[config.mk]
export PLATFORM = sky130hd
export DESIGN_NAME = qu_rob
export DESIGN_NICKNAME = d
export VERILOG_FILES = /design/src/rtl/qu_rob_pkg.sv /design/src/rtl/qu_rob.sv
export SDC_FILE = /design/constraint.sdc
export NUM_CORES = 2
export LEC_CHECK = 0
export CORE_ASPECT_RATIO = 0.75
export CORE_UTILIZATION = 40
export CTS_CLUSTER_DIAMETER = 50
export DETAILED_ROUTE_END_ITERATION = 6
export SYNTH_ARGS = -nofsm -noshare
export SYNTH_HDL_FRONTEND = slang
export SYNTH_SLANG_ARGS = --single-unit
[constraint.sdc]
create_clock -name clk -period 9.7 [get_ports clk]
set_input_delay 2.425 -clock clk [delete_from_list [all_inputs] [get_ports clk]]
set_output_delay 2.425 -clock clk [all_outputs]
set_load 0.05 [all_outputs]
[src/rtl/qu_rob_pkg.sv]
// Shared Qu core types for the reorder buffer: entry layout, tag type and default widths.
package qu_common;

    localparam int QU_PC_WIDTH       = 32;
    localparam int PHY_RF_ADDR_WIDTH = 6;
    localparam int QU_DATA_WIDTH     = 32;
    localparam int QU_ROB_DEPTH      = 16;
    localparam int QU_ROB_AW         = $clog2(QU_ROB_DEPTH);

    typedef logic [QU_ROB_AW-1:0] rob_tag_t;

    typedef struct packed {
        logic                         valid;
        logic                         done;
        logic [QU_PC_WIDTH-1:0]       pc;
        logic                         rd_en;
        logic [PHY_RF_ADDR_WIDTH-1:0] rd_addr;
        logic [QU_DATA_WIDTH-1:0]     data;
        logic                         redirect;
        logic [QU_PC_WIDTH-1:0]       target;
        logic                         exception;
    } rob_entry_t;

endpackage

[src/rtl/qu_rob.sv]
// Reorder buffer: allocates entries in program order, accepts completions by tag,
// retires in order and flushes everything on a redirect or exception.
module qu_rob
    import qu_common::*;
#(
    parameter int   ROB_DEPTH     = QU_ROB_DEPTH,
    parameter int   PC_WIDTH      = QU_PC_WIDTH,
    parameter int   RF_ADDR_WIDTH = PHY_RF_ADDR_WIDTH,
    parameter int   DATA_WIDTH    = QU_DATA_WIDTH,
    localparam int  ROB_AW        = $clog2(ROB_DEPTH)
) (
    input  logic                     clk,
    input  logic                     rst,
    input  logic                     alloc_valid,
    output logic                     alloc_ready,
    input  logic [PC_WIDTH-1:0]      alloc_pc,
    input  logic                     alloc_rd_en,
    input  logic [RF_ADDR_WIDTH-1:0] alloc_rd_addr,
    output logic [ROB_AW-1:0]        alloc_tag,
    input  logic                     cpl_valid,
    input  logic [ROB_AW-1:0]        cpl_tag,
    input  logic [DATA_WIDTH-1:0]    cpl_data,
    input  logic                     cpl_redirect,
    input  logic [PC_WIDTH-1:0]      cpl_target,
    input  logic                     cpl_exception,
    output logic                     rf_wr_en,
    output logic [RF_ADDR_WIDTH-1:0] rf_rd_addr,
    output logic [DATA_WIDTH-1:0]    rf_data_in,
    output logic                     branch,
    output logic                     exception,
    output logic [PC_WIDTH-1:0]      pc_override,
    output logic                     retire_valid,
    output logic [PC_WIDTH-1:0]      retire_pc,
    output logic [ROB_AW:0]          count
);

    typedef enum logic {ROB_RUN, ROB_FLUSH} rob_state_t;

    localparam logic [ROB_AW:0] DEPTH_C = (ROB_AW+1)'(ROB_DEPTH);

    rob_state_t          state;
    rob_state_t          state_n;
    logic [ROB_AW-1:0]   head;
    logic [ROB_AW-1:0]   tail;
    logic [ROB_AW:0]     count_n;
    rob_entry_t          entries [ROB_DEPTH];
    rob_entry_t          head_ent;
    logic                do_retire;
    logic                do_flush;
    logic                alloc_fire;
    logic                cpl_fire;

    // Ready depends only on registered state, so a same-cycle retire never frees a slot early.
    assign alloc_ready = (state == ROB_RUN) && (count < DEPTH_C);
    assign alloc_tag   = tail;

    always_comb begin
        head_ent   = entries[head];
        do_retire  = (state == ROB_RUN) && head_ent.valid && head_ent.done;
        do_flush   = do_retire && (head_ent.exception || head_ent.redirect);
        alloc_fire = alloc_valid && alloc_ready && !do_flush;
        cpl_fire   = cpl_valid && (state == ROB_RUN) &&
                     entries[cpl_tag].valid && !entries[cpl_tag].done;
        count_n    = count + (ROB_AW+1)'(alloc_fire) - (ROB_AW+1)'(do_retire);
        state_n    = ROB_RUN;
        if (do_flush) begin
            count_n = '0;
            state_n = ROB_FLUSH;
        end
    end

    always_ff @(posedge clk) begin
        if (rst) begin
            state        <= ROB_RUN;
            head         <= '0;
            tail         <= '0;
            count        <= '0;
            rf_wr_en     <= 1'b0;
            rf_rd_addr   <= '0;
            rf_data_in   <= '0;
            branch       <= 1'b0;
            exception    <= 1'b0;
            pc_override  <= '0;
            retire_valid <= 1'b0;
            retire_pc    <= '0;
            for (int i = 0; i < ROB_DEPTH; i++) begin
                entries[i].valid <= 1'b0;
                entries[i].done  <= 1'b0;
            end
        end else begin
            state <= state_n;
            count <= count_n;

            // Retire outputs are single-cycle pulses; idle cycles drive zeros.
            rf_wr_en     <= 1'b0;
            rf_rd_addr   <= '0;
            rf_data_in   <= '0;
            branch       <= 1'b0;
            exception    <= 1'b0;
            pc_override  <= '0;
            retire_valid <= 1'b0;
            retire_pc    <= '0;
            if (do_retire) begin
                if (head_ent.exception) begin
                    exception   <= 1'b1;
                    pc_override <= head_ent.pc;
                end else begin
                    retire_valid <= 1'b1;
                    retire_pc    <= head_ent.pc;
                    rf_wr_en     <= head_ent.rd_en;
                    rf_rd_addr   <= head_ent.rd_addr;
                    rf_data_in   <= head_ent.data;
                    if (head_ent.redirect) begin
                        branch      <= 1'b1;
                        pc_override <= head_ent.target;
                    end
                end
            end

            if (cpl_fire) begin
                entries[cpl_tag].done      <= 1'b1;
                entries[cpl_tag].data      <= cpl_data;
                entries[cpl_tag].redirect  <= cpl_redirect;
                entries[cpl_tag].target    <= cpl_target;
                entries[cpl_tag].exception <= cpl_exception;
            end

            if (alloc_fire) begin
                entries[tail].valid   <= 1'b1;
                entries[tail].done    <= 1'b0;
                entries[tail].pc      <= alloc_pc;
                entries[tail].rd_en   <= alloc_rd_en;
                entries[tail].rd_addr <= alloc_rd_addr;
                tail                  <= tail + 1'b1;
            end

            // A flush overrides every pointer and valid-bit update above.
            if (do_flush) begin
                head <= '0;
                tail <= '0;
                for (int i = 0; i < ROB_DEPTH; i++) begin
                    entries[i].valid <= 1'b0;
                end
            end else if (do_retire) begin
                entries[head].valid <= 1'b0;
                head                <= head + 1'b1;
            end
        end
    end

endmodule

## Yosys cells after proc, flatten, opt, wreduce, memory -nomap -nowiden

Memories as Yosys holds them, arrays and structs flattened. A register that Yosys moved wholly into a read port is not among the register bits.
Index checks and enable logic that the tools add are counted.

- Bits of input ports: 113
- Output and inout bits: 116
- Bits in registers: 120
- Memories: 1
- Word-level logic and storage cells: 107
- Memory bits (writable): 1712

Memory list:

| name | words | bits a word | read ports | clocked after Yosys merged registers in | wr ports | line | text |
|---|---|---|---|---|---|---|---|
| entries | 16 | 107 | 2 | 1 | 17 | qu_rob.sv:46 | `rob_entry_t entries [ROB_DEPTH];` |

- Bitwise operators: 27
- Muxes and demuxes: 44
- $add $sub $neg: 4
- Magnitude comparators: 1
- Equal/unequal tests: 1
- Reductions and logical operators: 17

Operators by type and width:

| cell | count |
|---|---|
| $mux 107 | 2 |
| $reduce_or 107->1 | 2 |
| $mux 32 | 2 |
| $mux 1 | 34 |
| $mux 4 | 5 |
| $or 1x1->1 | 16 |
| $logic_and 1x1->1 | 9 |
| $add 4x1->4 const B | 2 |
| $add 5x1->5 | 1 |
| $lt 5x5->1 const B | 1 |
| $not 1->1 | 5 |
| $sub 5x1->5 | 1 |
| $and 1x1->1 | 4 |
| $eq 4x4->1 | 1 |
| $reduce_or 2->1 | 2 |
| $mux 3 | 1 |
| $reduce_or 3->1 | 1 |
| $logic_not 1->1 | 2 |
| $and 1x1->1 const A | 1 |
| $and 1x1->1 const B | 1 |
| $logic_or 1x1->1 | 1 |

## Logic depth before layout (Yosys ltp)

- Word-level depth: 12
- Mapped depth: 17
- Depth with buffers taken out: 14

## Worst setup path before layout

No wires, ideal clock.

- Path type: input port to flip-flop
- Start: input cpl_tag[0]
- End: memory entries[4][105] in the netlist's numbering
- Data arrival time: 8.501 ns
- Data required time: 9.623 ns
- Path buffers: 2
- Stages on the path: 7
- Slack: 1.123 ns
- Setup time: 0.077 ns
- Path through: clkbuf_1 > clkbuf_1 > nand3b_1 > o311ai_0 > o2111ai_1 > nor3_1 > o22a_1

RTL lines:

| what | line | text |
|---|---|---|
| from (decl) | qu_rob.sv:21 | `input logic [ROB_AW-1:0] cpl_tag,` |
| to (decl) | qu_rob.sv:46 |  |

==> metrics <==
Crit path top cell by count=buf_4; Arr. time, crit path=5.92 ns; CP max stage delay=0.79 ns; Worst Skew=0.0411 ns; CTS root buffer=clkbuf_16; Core Footprint=179000 sq um; FP Rows=134; I/O pins=229; data required time of the worst path=10.15 ns; max cap viols=0; outcome=finished, final reports clean; Syn Area/Cell=19.1 sq um; Worst slew margin=10.3%; hold buffers post-CTS=0; r2r setup slk=4.24 ns; path depth of the worst reg2reg path=8; cts bufs inserted=183; Synthesis Warnings=0; Tcrit/Tclk final=56.5%; initial antenna violation count=22; Mapped Cells=3771; die area=182000 sq um; largest net degree at the start of global routing=160; unique cell type count in the Yosys netlist=56; Fill cells=14858; RSZ-0062 raised after global routing=no; delay-heaviest family, CP=buffers and inverters; Max clock buf depth=3; Hold Path Cell Cnt=2; final setup TNS=0 ns; share of post-route cells with drive strength above 1=23.7%; Yosys reg bits=1836; Most used DFF post-synth=edfxtp_1; Layout area overhead=15.6%; Max Clk Rate=0.183 GHz; Worst R2R End=entries[5][69]; Nets=4141; Tightest Pin Transition=1.35 ns; grt ovf=0; Post-DRT Antenna Nets=0; PostCTS Resize Cnt=0; gpl congestion=0.788; crit-path max FO=28; worst hold slack=0.560 ns; CTS H-tree depth=4; CTS tree=yes; Final Setup Violations=0; dpl cell area=77300 sq um; Post-synth EDFFs=1680; CTS clk-pin slew, worst paths=0.07 ns; Crit-path slowest cell=clkdlybuf4s50_1; Hold EP=entries[13][106]; IO buf count=228; drt first pass iters=5; startpoint types=primary input; WL per Instance=28.3 microns; WP buf/inv=3; Setup WS post-layout=4.22 ns; Hold Startpoint=entries[13][106]; Final Hold Violating Endpoints=0; Cell Pwr Density=199 nW/um^2; Starting Density=40.4%; worst-path cell chain=clkdlybuf4s50_1, nor3b_1, a31oi_1, a2111o_1, nor2_4, buf_4, buf_4; sequential-to-total area share from yosys stat=74.3%; CP Capture Type=flop; DR vias=36778; post-DP HPWL=103000 microns; Layout Utilization=46.7%; via/cell ratio=5.61; GRT Total Usage=20.5%; # DRC=0; leakage=25.1 nW; Syn Nets=3898; drt first-iter violations=4283; number of global-route vias before repair=37236; Die H=370 microns; TritonCTS Sinks=1836; CP Class=primary input to flop; fin crit period=5.48 ns; Post-Syn Area=72100 sq um; VDD IR max=0.000215 V; WL final=186000 microns; Slew Limit Fails=0; Post-CTS Setup Inserts=0; worst min path class=flop to flop; Async SR Flop Fraction=0%; clk_lat worst skew=0.83 ns; Horiz. Die Dim=492 microns; final instance area=83400 sq um; pre-CTS setup slack=3.40 ns; first-pass GRT wire length=269000 microns
-- cells in the final DEF, fill, tap and decap left out, types with 6 or more instances in the layout --
master,netlist,final
edfxtp_1,1680,1680
nor2_1,602,581
mux4_2,527,527
clkdlybuf4s50_1,0,228
nand2_1,192,192
clkbuf_16,0,185
dfxtp_1,156,153
and2_1,74,74
nor2_2,70,68
buf_4,1,61
clkbuf_1,135,42
a22o_1,32,32
clkinv_2,0,32
clkinv_1,1,31
nor2_4,0,23
inv_1,19,19
nor2b_1,18,18
bufinv_16,0,16
o22a_1,14,14
a21oi_1,13,13
a22oi_1,13,13
ha_1,13,13
a311oi_1,12,12
clkbuf_8,0,10
buf_12,0,9
and3_4,0,8
o21ai_0,7,7
clkinv_16,0,6
-- through the flow --
stage               cells  power [W]
floorplan            3771    0.00921
global placement     6209    0.00957
detailed placement   6209    0.00957
CTS                  6553     0.0167
global route         6555     0.0171
finish               6557     0.0166
-- cells by family after synthesis --
| family | Yosys count | share of synthesized area (%) |
|---|---|---|
| buffers and inverters | 261 | 1.59 |
| xor gates and xnor gates | 7 | 0.0850 |
| and+or+nand+nor | 1002 | 5.96 |
| adders and majority gates | 14 | 0.253 |
| muxes | 527 | 16.5 |
| AOI/OAI and AO/OA | 124 | 1.40 |
| DFF | 1836 | 74.3 |
-- cell type report --
type	instances	area [sq um]	area share (%)
flip-flops and latches	1836	53600	64.3
multi-input cells	1674	17700	21.2
clock buffers	237	4920	5.91
well taps	2380	2980	3.57
repair buffers	298	2920	3.50
clock inverters	107	1200	1.44
inverters	21	86.3	0.104
diodes	4	10.0	0.0120
-- layer usage --
metal	wire, microns	track usage (%)	part of all wire (%)	up-vias
met3	14600	4.05	7.9	235
met2	85500	31.2	46	1495
met5	48	0	0.026	-
met1	81800	30.3	44	19625
met4	3790	4.93	2.0	8
li1	-	-	-	15415
-- tightest hold or removal path, delay by kind of cell (launching register included) --
family           cells  cell delay, ns
flip-flops           1            0.34
AO/OA/AOI/OAI        1            0.07
AND/OR/NAND/NOR      1            0.10
-- where the power goes --
group	leakage (nW)	switching [W]	total, W	internal, W
registers	16.4	0.0000276	0.00867	0.00865
clock network	2.98	0.00313	0.00719	0.00406
logic	5.71	0.000564	0.000724	0.000160
-- worst max path at each step --
stage / startpoint / cells past startpoint / endpoint / slack (ns)
3_5_place_dp: cpl_tag[0] / 7 / entries[13][56] / 3.40
6_report: cpl_tag[0] / 7 / entries[13][51] / 4.22
3_3_place_gp: cpl_tag[0] / 7 / entries[13][56] / 3.41
5_1_grt: flop / 8 / entries[1][80] / 3.86
4_1_cts: flop / 14 / count[4] / 4.15
2_1_floorplan: cpl_tag[0] / 7 / entries[4][105] / 1.12
-- synth_stat cells, drive strengths merged (9+ instances only) --
cell	instances	area share (%)
and3	9	0.078
inv	20	0.10
a22oi	13	0.14
a22o	32	0.39
buf	105	0.78
and2	74	0.64
a21oi	13	0.090
clkbuf	135	0.70
o22a	14	0.17
nand2	192	1.0
a311oi	12	0.15
nor2	673	3.8
mux4	527	16
edfxtp	1680	70
nor2b	18	0.16
dfxtp	156	4.3
ha	13	0.23
-- flip-flops by register name, summed over array words and instances, names as in the netlist, named ones only --
register,cells
pc_override,32
rf_rd_addr,6
rf_wr_en,1
rf_data_in,32
count,5
retire_pc,32
exception,1
head,4
branch,1
state,1
alloc_tag,4
entries,1712
retire_valid,1
(Power assumes the default switching activity.)
